--- src/rtl/nes_joypad_mux.sv ---
// Two-port NES controller serialiser with standard and Four Score multitap report formats.
// Define JOYPAD_TURBO_EN to compile in per-pad turbo A/B autofire; without it turbo inputs are ignored.
module nes_joypad_mux #(
    parameter int unsigned NUM_PADS  = 2,
    parameter bit          FILL_BIT  = 1'b1,
    parameter int unsigned TURBO_DIV = 4
) (
    input  logic                  clk,
    input  logic                  reset,
    input  logic                  joypad_out,
    input  logic [1:0]            joypad_clock,
    input  logic [NUM_PADS*8-1:0] pad_buttons,
    input  logic                  fourscore_en,
    input  logic [NUM_PADS-1:0]   turbo_a,
    input  logic [NUM_PADS-1:0]   turbo_b,
    output logic [1:0]            port_data,
    output logic                  fourscore_active
);

    logic [7:0]       pad [4];
    logic [1:0][23:0] sr_q, sr_d, load;
    logic [1:0]       clk_q;
    logic             fs_q, fs_d;

`ifdef JOYPAD_TURBO_EN
    logic       strobe_q;
    logic [7:0] turbo_cnt_q;
    logic       phase_q;

    // Turbo phase advances once per TURBO_DIV strobes, counted on strobe rising edges.
    always_ff @(posedge clk or posedge reset) begin
        if (reset) begin
            strobe_q    <= 1'b0;
            turbo_cnt_q <= 8'd0;
            phase_q     <= 1'b0;
        end else begin
            strobe_q <= joypad_out;
            if (joypad_out && !strobe_q) begin
                if (turbo_cnt_q == 8'(TURBO_DIV - 1)) begin
                    turbo_cnt_q <= 8'd0;
                    phase_q     <= ~phase_q;
                end else begin
                    turbo_cnt_q <= turbo_cnt_q + 8'd1;
                end
            end
        end
    end
`else
    logic unused_turbo;
    assign unused_turbo = ^{turbo_a, turbo_b} ^ (TURBO_DIV == 0);
`endif

    for (genvar n = 0; n < 4; n++) begin : g_pad
        if (n < NUM_PADS) begin : g_present
            logic [7:0] raw;
            assign raw = pad_buttons[8*n +: 8];
`ifdef JOYPAD_TURBO_EN
            assign pad[n] = {raw[7:2], raw[1] | (turbo_b[n] & phase_q),
                             raw[0] | (turbo_a[n] & phase_q)};
`else
            assign pad[n] = raw;
`endif
        end else begin : g_absent
            assign pad[n] = 8'h00;
        end
    end

    always_comb begin
        if (fourscore_en) begin
            load[0] = {8'h10, pad[2], pad[0]};
            load[1] = {8'h20, pad[3], pad[1]};
        end else begin
            load[0] = {{16{FILL_BIT}}, pad[0]};
            // A port with no pad behind it reads as all zeros, not fill.
            load[1] = (NUM_PADS > 1) ? {{16{FILL_BIT}}, pad[1]} : 24'h000000;
        end
    end

    always_comb begin
        sr_d = sr_q;
        fs_d = fs_q;
        if (joypad_out) begin
            sr_d = load;
            fs_d = fourscore_en;
        end else begin
            for (int i = 0; i < 2; i++) begin
                if (clk_q[i] && !joypad_clock[i]) begin
                    sr_d[i] = {FILL_BIT, sr_q[i][23:1]};
                end
            end
        end
    end

    always_ff @(posedge clk or posedge reset) begin
        if (reset) begin
            sr_q  <= '0;
            clk_q <= 2'b00;
            fs_q  <= 1'b0;
        end else begin
            sr_q  <= sr_d;
            clk_q <= joypad_clock;
            fs_q  <= fs_d;
        end
    end

    assign port_data        = {sr_q[1][0], sr_q[0][0]};
    assign fourscore_active = fs_q;

endmodule

--- config.mk ---
export PLATFORM = sky130hd
export DESIGN_NAME = nes_joypad_mux
export DESIGN_NICKNAME = d
export VERILOG_FILES = /design/src/rtl/nes_joypad_mux.sv
export SDC_FILE = /design/constraint.sdc
export NUM_CORES = 1
export LEC_CHECK = 0
export BUFFER_PORTS_ARGS = -buffer_cell sky130_fd_sc_hd__buf_2
export CAP_MARGIN = 30
export CELL_PAD_IN_SITES_DETAIL_PLACEMENT = 0
export CELL_PAD_IN_SITES_GLOBAL_PLACEMENT = 1
export CORE_UTILIZATION = 50
export CTS_CLUSTER_DIAMETER = 120
export DETAILED_ROUTE_END_ITERATION = 7
export PLACE_DENSITY = 0.81
export SLEW_MARGIN = 15
export SYNTH_ARGS = -nofsm -noshare
export SYNTH_HDL_FRONTEND = slang
export SYNTH_SLANG_ARGS = --single-unit
--- constraint.sdc ---
create_clock -name clk -period 3.1 [get_ports clk]
set_clock_uncertainty 0.05 [all_clocks]
set_input_delay 0.465 -clock clk [delete_from_list [all_inputs] [get_ports clk]]
set_output_delay 0.465 -clock clk [all_outputs]
set_load 0.05 [all_outputs]
======== Word-level counts from Yosys, hierarchy flattened ========
Index checks and enable logic that the tools add are counted.
storage, ports and cells
  memory bits (read-only) ................. 0
  latch bits .............................. 0
  logic and storage cells ................. 14
  memory bits (writable) .................. 0
  memories kept ........................... 0
  input bits .............................. 26
  output and inout port bits .............. 3
  flip-flop bits (word level) ............. 51
cells by class
  multiplexer cells ....................... 4
  multipliers ............................. 0
  bitwise logic cells ..................... 0
  magnitude comparators ................... 0
  shifts and indexed selects .............. 0
  div/mod/pow operators ................... 0
  reductions and logical operators ........ 6
  add/subtract/negate cells ............... 0
  equal/unequal tests ..................... 0
operators with widths
  operator            number
  48-bit two-way mux  2
  24-bit two-way mux  2
  2-bit nonzero test  2
  1-bit logical AND   2
  1-bit logical NOT   2

======== Depth between registers and ports, before layout ========
Gate-level depths: netlist (run 1).
  depth in word-level cells ............... 4
  depth in mapped cells ................... 5
  depth with buffers taken out ............ 2

======== Worst setup path before layout (run 1) ========
Ideal clock, no wire load.
  path kind ............................... input -> register
  start point ............................. input port joypad_out
  end point ............................... register sr_q[25] in the netlist's numbering
  required time ........................... 2.924 ns
  arrival time ............................ 1.140 ns
  slack ................................... 1.784 ns
  cell stages on the path ................. 4
  library setup time ...................... 0.126 ns
  buffers on the path ..................... 3
  cell sequence ........................... buf_6 buf_4 buf_6 a221o_1
between the ends
  cells in the longest elaborated chain, start to end .. 1
  elaborated cells between the ends (all ways) .. 2
  those cells by class .................... mux: 1; reduce/logical: 1
RTL lines
  what                                                             RTL line  source
  from (decl)                                                      10        input logic joypad_out,
  48-bit two-way mux / 2-bit nonzero test (equally long branches)  --
  to (signal assigned)                                             100       sr_q <= sr_d;
  to (decl)                                                        21        logic [1:0][23:0] sr_q, sr_d, load;
Several ways; a longest one is shown, not always the timed one.
A chain may end at the register's enable or synchronous reset.

======== Final worst setup path (run 1) ========
  start point ............................. register clk_q[1]
  end point ............................... register sr_q (netlist bit port_data[1])
between the ends
  cells in the longest elaborated chain, start to end .. 2
RTL lines
  what                                 RTL line  source
  from (decl)                          22        logic [1:0] clk_q;
  from (signal assigned)               101       clk_q <= joypad_clock;
  1-bit logical AND                    87        if (clk_q[i] && !joypad_clock[i]) begin
  2-bit nonzero test (no source line)  --
Every way passes these cells.

==> impl_metrics.toml, run 1 <==
[status]
outcome = "complete, no violations"

[timing]
rsz0062_at_grt = "false"
max_slew_margin_pct = 36.60
final.period_utilization_pct = 67.48
timing.fmax_mhz = 478.0
whs_ns = 0.1566
drv_slew = 0
tightest_slew_ns = 0.9510
hold_violations = 0
final.min_clock_period_ns = 2.092
setup-tns-final_ns = 0
setup_viol = 0

[clock_tree]
numCtsBuffers = 5
insertion_delay_ns = 0.30
clk_path_buf_depth = 2
cts_sinks = 51
cts_setup_buffers = 0
clockRootBuffer = "clkbuf_8"
cts_tree = "built"
cts_hold_buf = 0
clk_pin_slew_ns = 0.09
h-tree-depth = 2
ctsResizeCount = 0

[routing]
drt_iter0_drc = 132
drt-total-wl_um = 4646
drcViolationCount = 0
ant_nets = 0
firstDrtPassIters = 4
via_per_inst = 5.875
drt-wirelength-per-cell_um = 15.33
num_vias = 1780

[yosys]
async_flop_share_pct = 100.0
synth.cells.most_frequent = "dfrtp_1 (51), nor2_1 (30), a211oi_1 (27), nor4b_1 (27), and4bb_1 (16)"
synth_edf_count = 0
synth_compound_area_share_pct = 15.52
synth_cell_types = 21
synthAdderAreaFrac_pct = 0
synth_top_area_share_pct = 48.25
synth_seq_area_share_pct = 48.25
synthCells = 229
muxShareOfSynthArea_pct = 0
synth.most_common_cell = "dfrtp_1"
synth_xor_area_share_pct = 0
synth_simple_gate_area_share_pct = 26.49
syn-num-nets = 255
synth.avg_cell_area_um2 = 11.55
synth_flop_cell = "dfrtp_1"
yosysWarnings = 0
syn_area_mm2 = 0.002645
ys_ff_latch = 51
synth_top_cell_by_area = "dfrtp_1"
synth_top_family_by_area = "simple AND/OR/NAND/NOR gates"
yosys-top-cells-area = "dfrtp_1 (48%), nor4b_1 (8.9%), a211oi_1 (7.7%)"

[floorplanning]
rows = 26
ios = 29
start_util_pct = 51.79
dieHeight_um = 74.73
dieArea_mm2 = 0.005585
core_area_mm2 = 0.005107
fp.dieW_um = 74.73

[global_route]
global_route.overflow_total = 0
antenna_found_initial = 0
grt_pass1_vias = 1623
grt_pass1_wl_um = 7631
grt_max_degree = 56
grt_usage_pct = 17.72

[worst_setup_path]
critPathRequiredTime_ns = 3.23
r2r_end = "port_data[1]$_DFFE_PP0P_"
arrival_ns = 2.23
ff2ff_path_depth = 2
r2r_start = "clk_q[1]$_DFF_PP0_"
cp_slowest_cell = "dfrtp_1"
critical_path_class = "reg2reg"
path_cells = "nand2b_1 -> a311o_1"
crit_end = "port_data[1]$_DFFE_PP0P_"
crit_path_end_kind = "register"
critPathMaxStageDelay_ns = 0.72
startpoint_type = "register"
cp_max_fo = 24
ff2ff_setup_slack_ns = 1.01
startpoint = "clk_q[1]$_DFF_PP0_"

[power]
power.density_mw_per_mm2 = 522.9
vdd_drop_max_mv = 0.2127
power_leakage_nw = 1.123

[cells_and_area]
final_layout_size_suffix_gt1_share_pct = 16.74
final_nets = 258
antenna_cells = 0
synthToLayoutAreaGrowth_pct = 3.974

[placement]
dp_hpwl_um = 2585
portBuffers = 24
gp_congestion = 0.7135

[worst_hold_path]
min_path_type = "in2async"

[job]
drv_cap = 0
sequential cells by signal, indices dropped and copies added (netlist names):
signal / count
fourscore_active: 1
port_data: 2
sr_q: 46
clk_q: 2
report_power, final:
part	internal, mW	total [mW]	switching [mW]
logic	0.0863	0.193	0.107
clock network	0.261	0.475	0.213
registers	0.731	0.770	0.0392
cells in the final DEF, fill, tap and decap left out:
cell type   n
dfrtp_1    51
nor2_1     30
nor4b_1    27
a211oi_1   27
buf_2      24
and4bb_1   16
nor2b_1    14
a221o_1    14
clkbuf_8    6
buf_4       4
and2_1      3
nand2b_1    2
and3b_1     2
a211o_1     2
a311o_1     2
a21oi_1     2
inv_1       1
inv_2       1
a21o_1      1
nor4b_2     1
a211oi_2    1
clkinv_2    1
bufinv_16   1
logic make-up after synthesis:
logic type	count (synthesis)
and+or+nand+nor	95
buffers and inverters	34
DFF	51
AOI/OAI and AO/OA	49
per-stage QoR:
stage / worst slack, ns / area, um2 / power [mW] / instances / util [%]
2_1_floorplan: 1.355 / 2645 / 0.9501 / 229 / -
3_3_place_gp: 0.9939 / 2633 / 0.9735 / 295 / 51.54
3_5_place_dp: 1.011 / 2633 / 0.9777 / 295 / 51.54
4_1_cts: 0.9790 / 2750 / 1.456 / 303 / 53.85
5_1_grt: 0.8260 / 2750 / 1.509 / 303 / 53.85
6_report: 1.008 / 2750 / 1.438 / 303 / 53.85
worst min path at each step:
| stage | depth (start not counted) | slack (ns) | startpoint | end |
|---|---|---|---|---|
| 6_report | 2 | 0.16 | reset | sr_q[39]$_DFFE_PP0P_ |
| 5_1_grt | 2 | 0.20 | reset | sr_q[38]$_DFFE_PP0P_ |
| 4_1_cts | 2 | 0.18 | reset | sr_q[38]$_DFFE_PP0P_ |
| 3_5_place_dp | 1 | 0.43 | sr_q[45]$_DFFE_PP0P_ | sr_q[45]$_DFFE_PP0P_ |
| 3_3_place_gp | 1 | 0.42 | sr_q[45]$_DFFE_PP0P_ | sr_q[45]$_DFFE_PP0P_ |
| 2_1_floorplan | 1 | 0.41 | sr_q[45]$_DFFE_PP0P_ | sr_q[45]$_DFFE_PP0P_ |
layer usage:
layer / up-vias / track usage (%) / wire length [um]
met2: 27 / 27.23 / 2057
li1: 869 / - / -
met4: 0 / 6.080 / 60
met3: 7 / 4.150 / 149
met1: 877 / 24.72 / 2378
met5: - / 0 / 0
worst max-delay path: cells and delay by family (launching register included):
family | cells | cell delay (ns)
AOI/OAI and AO/OA | 1 | 0.55
DFF | 1 | 0.72
and+or+nand+nor | 1 | 0.66
final cells by class:
type	instances	area [um2]
Clock buffer	6	82.58
Clock inverter	2	35.03
Fill cell	468	2357
Inverter	2	7.507
Multi-Input combinational cell	144	1111
Sequential cell	51	1276
Tap cell	70	87.58
Timing Repair Buffer	28	150.1
Note: power is estimated with default switching activity, not from simulation.
==> run 2, diff against run 1 <==
--- a/config.mk
+++ b/config.mk
@@ -9,10 +9,10 @@
 export CAP_MARGIN = 30
 export CELL_PAD_IN_SITES_DETAIL_PLACEMENT = 0
 export CELL_PAD_IN_SITES_GLOBAL_PLACEMENT = 1
-export CORE_UTILIZATION = 50
+export CORE_UTILIZATION = 47
 export CTS_CLUSTER_DIAMETER = 120
 export DETAILED_ROUTE_END_ITERATION = 7
-export PLACE_DENSITY = 0.81
+export PLACE_DENSITY = 0.77
 export SLEW_MARGIN = 15
 export SYNTH_ARGS = -nofsm -noshare
 export SYNTH_HDL_FRONTEND = slang
==> constraint.sdc (replaced) <==
create_clock -name clk -period 2 [get_ports clk]
set_clock_uncertainty 0.05 [all_clocks]
set_input_delay 0.3 -clock clk [delete_from_list [all_inputs] [get_ports clk]]
set_output_delay 0.3 -clock clk [all_outputs]
set_load 0.05 [all_outputs]
==> impl_metrics.toml, run 2 (synthesized netlist as in run 1, its figures left out) <==
[status]
outcome = "complete, no violations"

[cells_and_area]
regMostFlops = "sr_q"
final_cell_mix = "dfrtp_1 (51), nor2_1 (30), nor4b_1 (27), a211oi_1 (27), buf_2 (24)"
fin_area_mm2 = 0.002848
antenna_cells = 0
final_common_cell = "dfrtp_1"
postLayoutCoreUtil_pct = 54.04
synthToLayoutAreaGrowth_pct = 7.663
final_nets = 268
largest_reg_flops = 46
final_layout_size_suffix_gt1_share_pct = 19.34

[worst_setup_path]
crit_path_end_kind = "register"
critPathRequiredTime_ns = 2.14
critPathMaxStageDelay_ns = 0.56
cp_top_family = "flip-flops"
cp_slowest_cell = "dfrtp_1"
path_buf_inv = 1
cp_max_fo = 14
critical_path_class = "reg2reg"
path_cells = "nand2b_1 -> buf_4 -> a311o_1"
arrival_ns = 1.54
startpoint_type = "register"

[clock_tree]
numCtsBuffers = 5
h-tree-depth = 2
clk_path_buf_depth = 2
clk_pin_slew_ns = 0.09
clockRootBuffer = "clkbuf_8"
cts_tree = "built"
insertion_delay_ns = 0.30
cts_setup_buffers = 0
ctsResizeCount = 0
cts_sinks = 51
cts_hold_buf = 1

[placement]
gp_congestion = 0.6792
portBuffers = 24
place_area_mm2 = 0.002738
dp_hpwl_um = 2784

[global_route]
grt_pass1_wl_um = 8597
global_route.overflow_total = 0
grt_pass1_vias = 1828
grt_max_degree = 52
grt_usage_pct = 18.02
antenna_found_initial = 0

[power]
p_int_mw = 1.604
vdd_drop_max_mv = 0.2936
p_clk_share_pct = 29.8
netSwitchingPower_mw = 0.5608
power.density_mw_per_mm2 = 760.1
combPwrFrac_pct = 15.3
power_mw = 2.165
p_seq_share_pct = 54.9
power_leakage_nw = 1.173
swShare_pct = 25.91

[routing]
via_per_inst = 5.843
drt-total-wl_um = 4853
ant_nets = 0
firstDrtPassIters = 4
drt-wirelength-per-cell_um = 15.50
drt_iter0_drc = 97
drcViolationCount = 0
num_vias = 1829

[worst_hold_path]
min_path_type = "in2reg"

[timing]
max_slew_margin_pct = 70.97
final.period_utilization_pct = 69.81
hold_violations = 0
timing.fmax_mhz = 716.2
setup_viol = 0
drv_slew = 0
tightest_slew_ns = 0.4354
setup-tns-final_ns = 0
final.min_clock_period_ns = 1.396
rsz0062_at_grt = "false"

[floorplanning]
fp.dieW_um = 77.02
rows = 26
dieHeight_um = 77.02
dieArea_mm2 = 0.005932
ios = 29
core_area_mm2 = 0.005270
start_util_pct = 50.19

[job]
drv_cap = 0
run 2: worst reg2reg max path: stages, from the launching register on:
cell and delay [ns]:
dfrtp_1 0.56, nand2b_1 0.14, buf_4 0.19, a311o_1 0.35
run 2: per-stage QoR:
stage / std cells / hold WS (ns) / setup WS (ns)
after floorplan: 229 / 0.2814 / 0.4205
after global placement: 304 / 0.3198 / 0.4510
after detailed placement: 304 / 0.3204 / 0.4279
after CTS: 313 / 0.1674 / 0.5963
after global routing: 313 / 0.1719 / 0.5096
final: 313 / 0.1760 / 0.6038
run 2: path summary, 6_finish.rpt:
kind	cells after the start	end	slack [ns]	start
min in group asynchronous	4	sr_q[40]$_DFFE_PP0P_	0.53	reset
hold reg to reg	1	sr_q[20]$_DFFE_PP0P_	0.45	sr_q[20]$_DFFE_PP0P_
setup reg to reg	3	port_data[1]$_DFFE_PP0P_	0.60	clk_q[1]$_DFF_PP0_
max in group asynchronous	4	sr_q[1]$_DFFE_PP0P_	1.15	reset
hold / removal	2	sr_q[27]$_DFFE_PP0P_	0.18	pad_buttons[11]
setup / recovery	3	port_data[1]$_DFFE_PP0P_	0.60	clk_q[1]$_DFF_PP0_
run 2: layout make-up:
class | count | area [um2]
Fill cell | 477 | 2422
Timing Repair Buffer | 38 | 265.3
Multi-Input combinational cell | 144 | 1111
Tap cell | 70 | 87.58
Clock buffer | 8 | 100.1
Inverter | 2 | 7.507
Sequential cell | 51 | 1276
run 2: power groups by stage:
stage | Sequential (mW) | Combinational (mW) | Clock [mW]
detailed placement | 1.21 | 0.334 | 0
global placement | 1.21 | 0.328 | 0
finish | 1.19 | 0.331 | 0.645
floorplan | 1.20 | 0.275 | 0
CTS | 1.19 | 0.337 | 0.673
global route | 1.20 | 0.369 | 0.708
run 2: per-layer routing:
metal  part of all wire (%)  GRT usage (%)
met4                    1.5          6.792
met1                     51          24.14
met2                     44          28.75
met5                      0              0
met3                    3.3          3.690
==> run 3, diff against run 2 <==
==> constraint.sdc (replaced) <==
create_clock -name clk -period 1.35 [get_ports clk]
set_clock_uncertainty 0.05 [all_clocks]
set_input_delay 0.2025 -clock clk [delete_from_list [all_inputs] [get_ports clk]]
set_output_delay 0.2025 -clock clk [all_outputs]
set_load 0.05 [all_outputs]
==> impl_metrics.toml, run 3 (synthesized netlist as in run 1, its figures left out) <==
[global_route]
global_route.overflow_total = 0
grt_usage_pct = 17.26
grt_pass1_wl_um = 8252
grt_max_degree = 53
grt_pass1_vias = 1705
antenna_found_initial = 0

[worst_setup_path]
cp_slowest_cell = "dfrtp_1"
critPathMaxStageDelay_ns = 0.40
crit_path_end_kind = "register"
arrival_ns = 1.35
critPathRequiredTime_ns = 1.49
ff2ff_setup_slack_ns = 0.14
r2r_start = "clk_q[0]$_DFF_PP0_"
ff2ff_path_depth = 3
r2r_end = "port_data[0]$_DFFE_PP0P_"
path_cells = "buf_4 -> and4bb_1 -> a311o_1"
cp_max_fo = 8
startpoint_type = "register"
critical_path_class = "reg2reg"

[floorplanning]
ios = 29
fp.dieW_um = 77.02
dieHeight_um = 77.02
dieArea_mm2 = 0.005932
core_area_mm2 = 0.005270
start_util_pct = 50.19
rows = 26

[cells_and_area]
final_cells = 315
postLayoutCoreUtil_pct = 55.08
synthToLayoutAreaGrowth_pct = 9.744
final_nets = 270
regMostFlops = "sr_q"
largest_reg_flops = 46
final_common_cell = "dfrtp_1"
antenna_cells = 0
final_layout_size_suffix_gt1_share_pct = 20.41
fillCellCount = 467
final_cell_mix = "dfrtp_1 (51), nor2_1 (30), nor4b_1 (27), a211oi_1 (27), buf_2 (24)"

[clock_tree]
cts_tree = "built"
cts_hold_buf = 1
insertion_delay_ns = 0.30
ctsResizeCount = 0
cts_sinks = 51
clk_pin_slew_ns = 0.09
cts_setup_buffers = 0
h-tree-depth = 2
clk_path_buf_depth = 2
clockRootBuffer = "clkbuf_8"
numCtsBuffers = 5

[placement]
place_ws_ns = 0.07372
dp_hpwl_um = 2729
portBuffers = 24
gp_congestion = 0.6903
placed_cells = 306

[power]
vdd_drop_max_mv = 0.4369
power_leakage_nw = 1.190
swShare_pct = 26.79
combPwrFrac_pct = 16.2
power_mw = 3.201
power.density_mw_per_mm2 = 1103
p_int_mw = 2.343
p_clk_share_pct = 28.9
p_seq_share_pct = 54.9
netSwitchingPower_mw = 0.8575

[timing]
setup_ws_ns = 0.1438
timing.fmax_mhz = 829.1
tightest_slew_ns = 0.2787
max_slew_margin_pct = 81.16
final.min_clock_period_ns = 1.206
setup-tns-final_ns = 0
hold_violations = 0
drv_slew = 0
final.period_utilization_pct = 89.35
rsz0062_at_grt = "false"
setup_viol = 0

[worst_hold_path]
whs_path_depth = 2
min_path_type = "in2reg"
hold-path-endpoint = "sr_q[29]$_DFFE_PP0P_"
min_from = "pad_buttons[13]"

[routing]
drt-wirelength-per-cell_um = 15.05
drcViolationCount = 0
wl_met3_um = 145
met2_length_um = 2044
firstDrtPassIters = 4
num_vias = 1810
met1_length_um = 2511
drt-total-wl_um = 4741
drt_iter0_drc = 93
ant_nets = 0
highest_layer = "met4"
via_per_inst = 5.746

[status]
outcome = "complete, no violations"

[job]
drv_cap = 0
## run 3: layout make-up
type,count,area [um2],area share [%]
inverters,2,11.26,0.3879
multi-input cells,144,1111,38.28
clock inverters,2,16.27,0.5603
repair buffers,40,317.8,10.95
clock buffers,6,82.58,2.845
flip-flops and latches,51,1276,43.97
well taps,70,87.58,3.017
## run 3: routing by layer
metal	vias to the layer above	global-route usage (%)
li1	890	-
met1	887	25.38
met2	29	25.27
met3	4	3.929
met4	0	5.094
met5	-	0
## run 3: worst max path at each step
stage                             startpoint                        to  slack (ns)
after floorplan           clk_q[1]$_DFF_PP0_      sr_q[25]$_DFFE_PP0P_        0.20
after global routing      clk_q[0]$_DFF_PP0_  port_data[0]$_DFFE_PP0P_        0.08
after global placement            joypad_out  port_data[0]$_DFFE_PP0P_        0.09
after CTS                 clk_q[0]$_DFF_PP0_  port_data[0]$_DFFE_PP0P_        0.12
after detailed placement          joypad_out  port_data[0]$_DFFE_PP0P_        0.07
final                     clk_q[0]$_DFF_PP0_  port_data[0]$_DFFE_PP0P_        0.14
## run 3: critical path, delay by kind of cell (launching register included)
family	cells	cell delay, ns
AO/OA/AOI/OAI	1	0.31
buffers and inverters	1	0.16
flip-flops	1	0.40
AND/OR/NAND/NOR	1	0.18
## run 3: power groups by stage
stage,sequential (mW),clock (mW),combinational [mW]
after detailed placement,1.78,0,0.519
after CTS,1.76,0.962,0.522
after floorplan,1.77,0,0.408
final,1.76,0.926,0.517
after global routing,1.78,1.01,0.574
after global placement,1.78,0,0.511
## run 3: metrics by stage
stage | hold slack (ns) | area (um2)
after global routing | 0.08283 | 2903
after global placement | 0.2422 | 2794
final | 0.08529 | 2903
after detailed placement | 0.2446 | 2794
after floorplan | 0.1839 | 2649
after CTS | 0.07867 | 2903
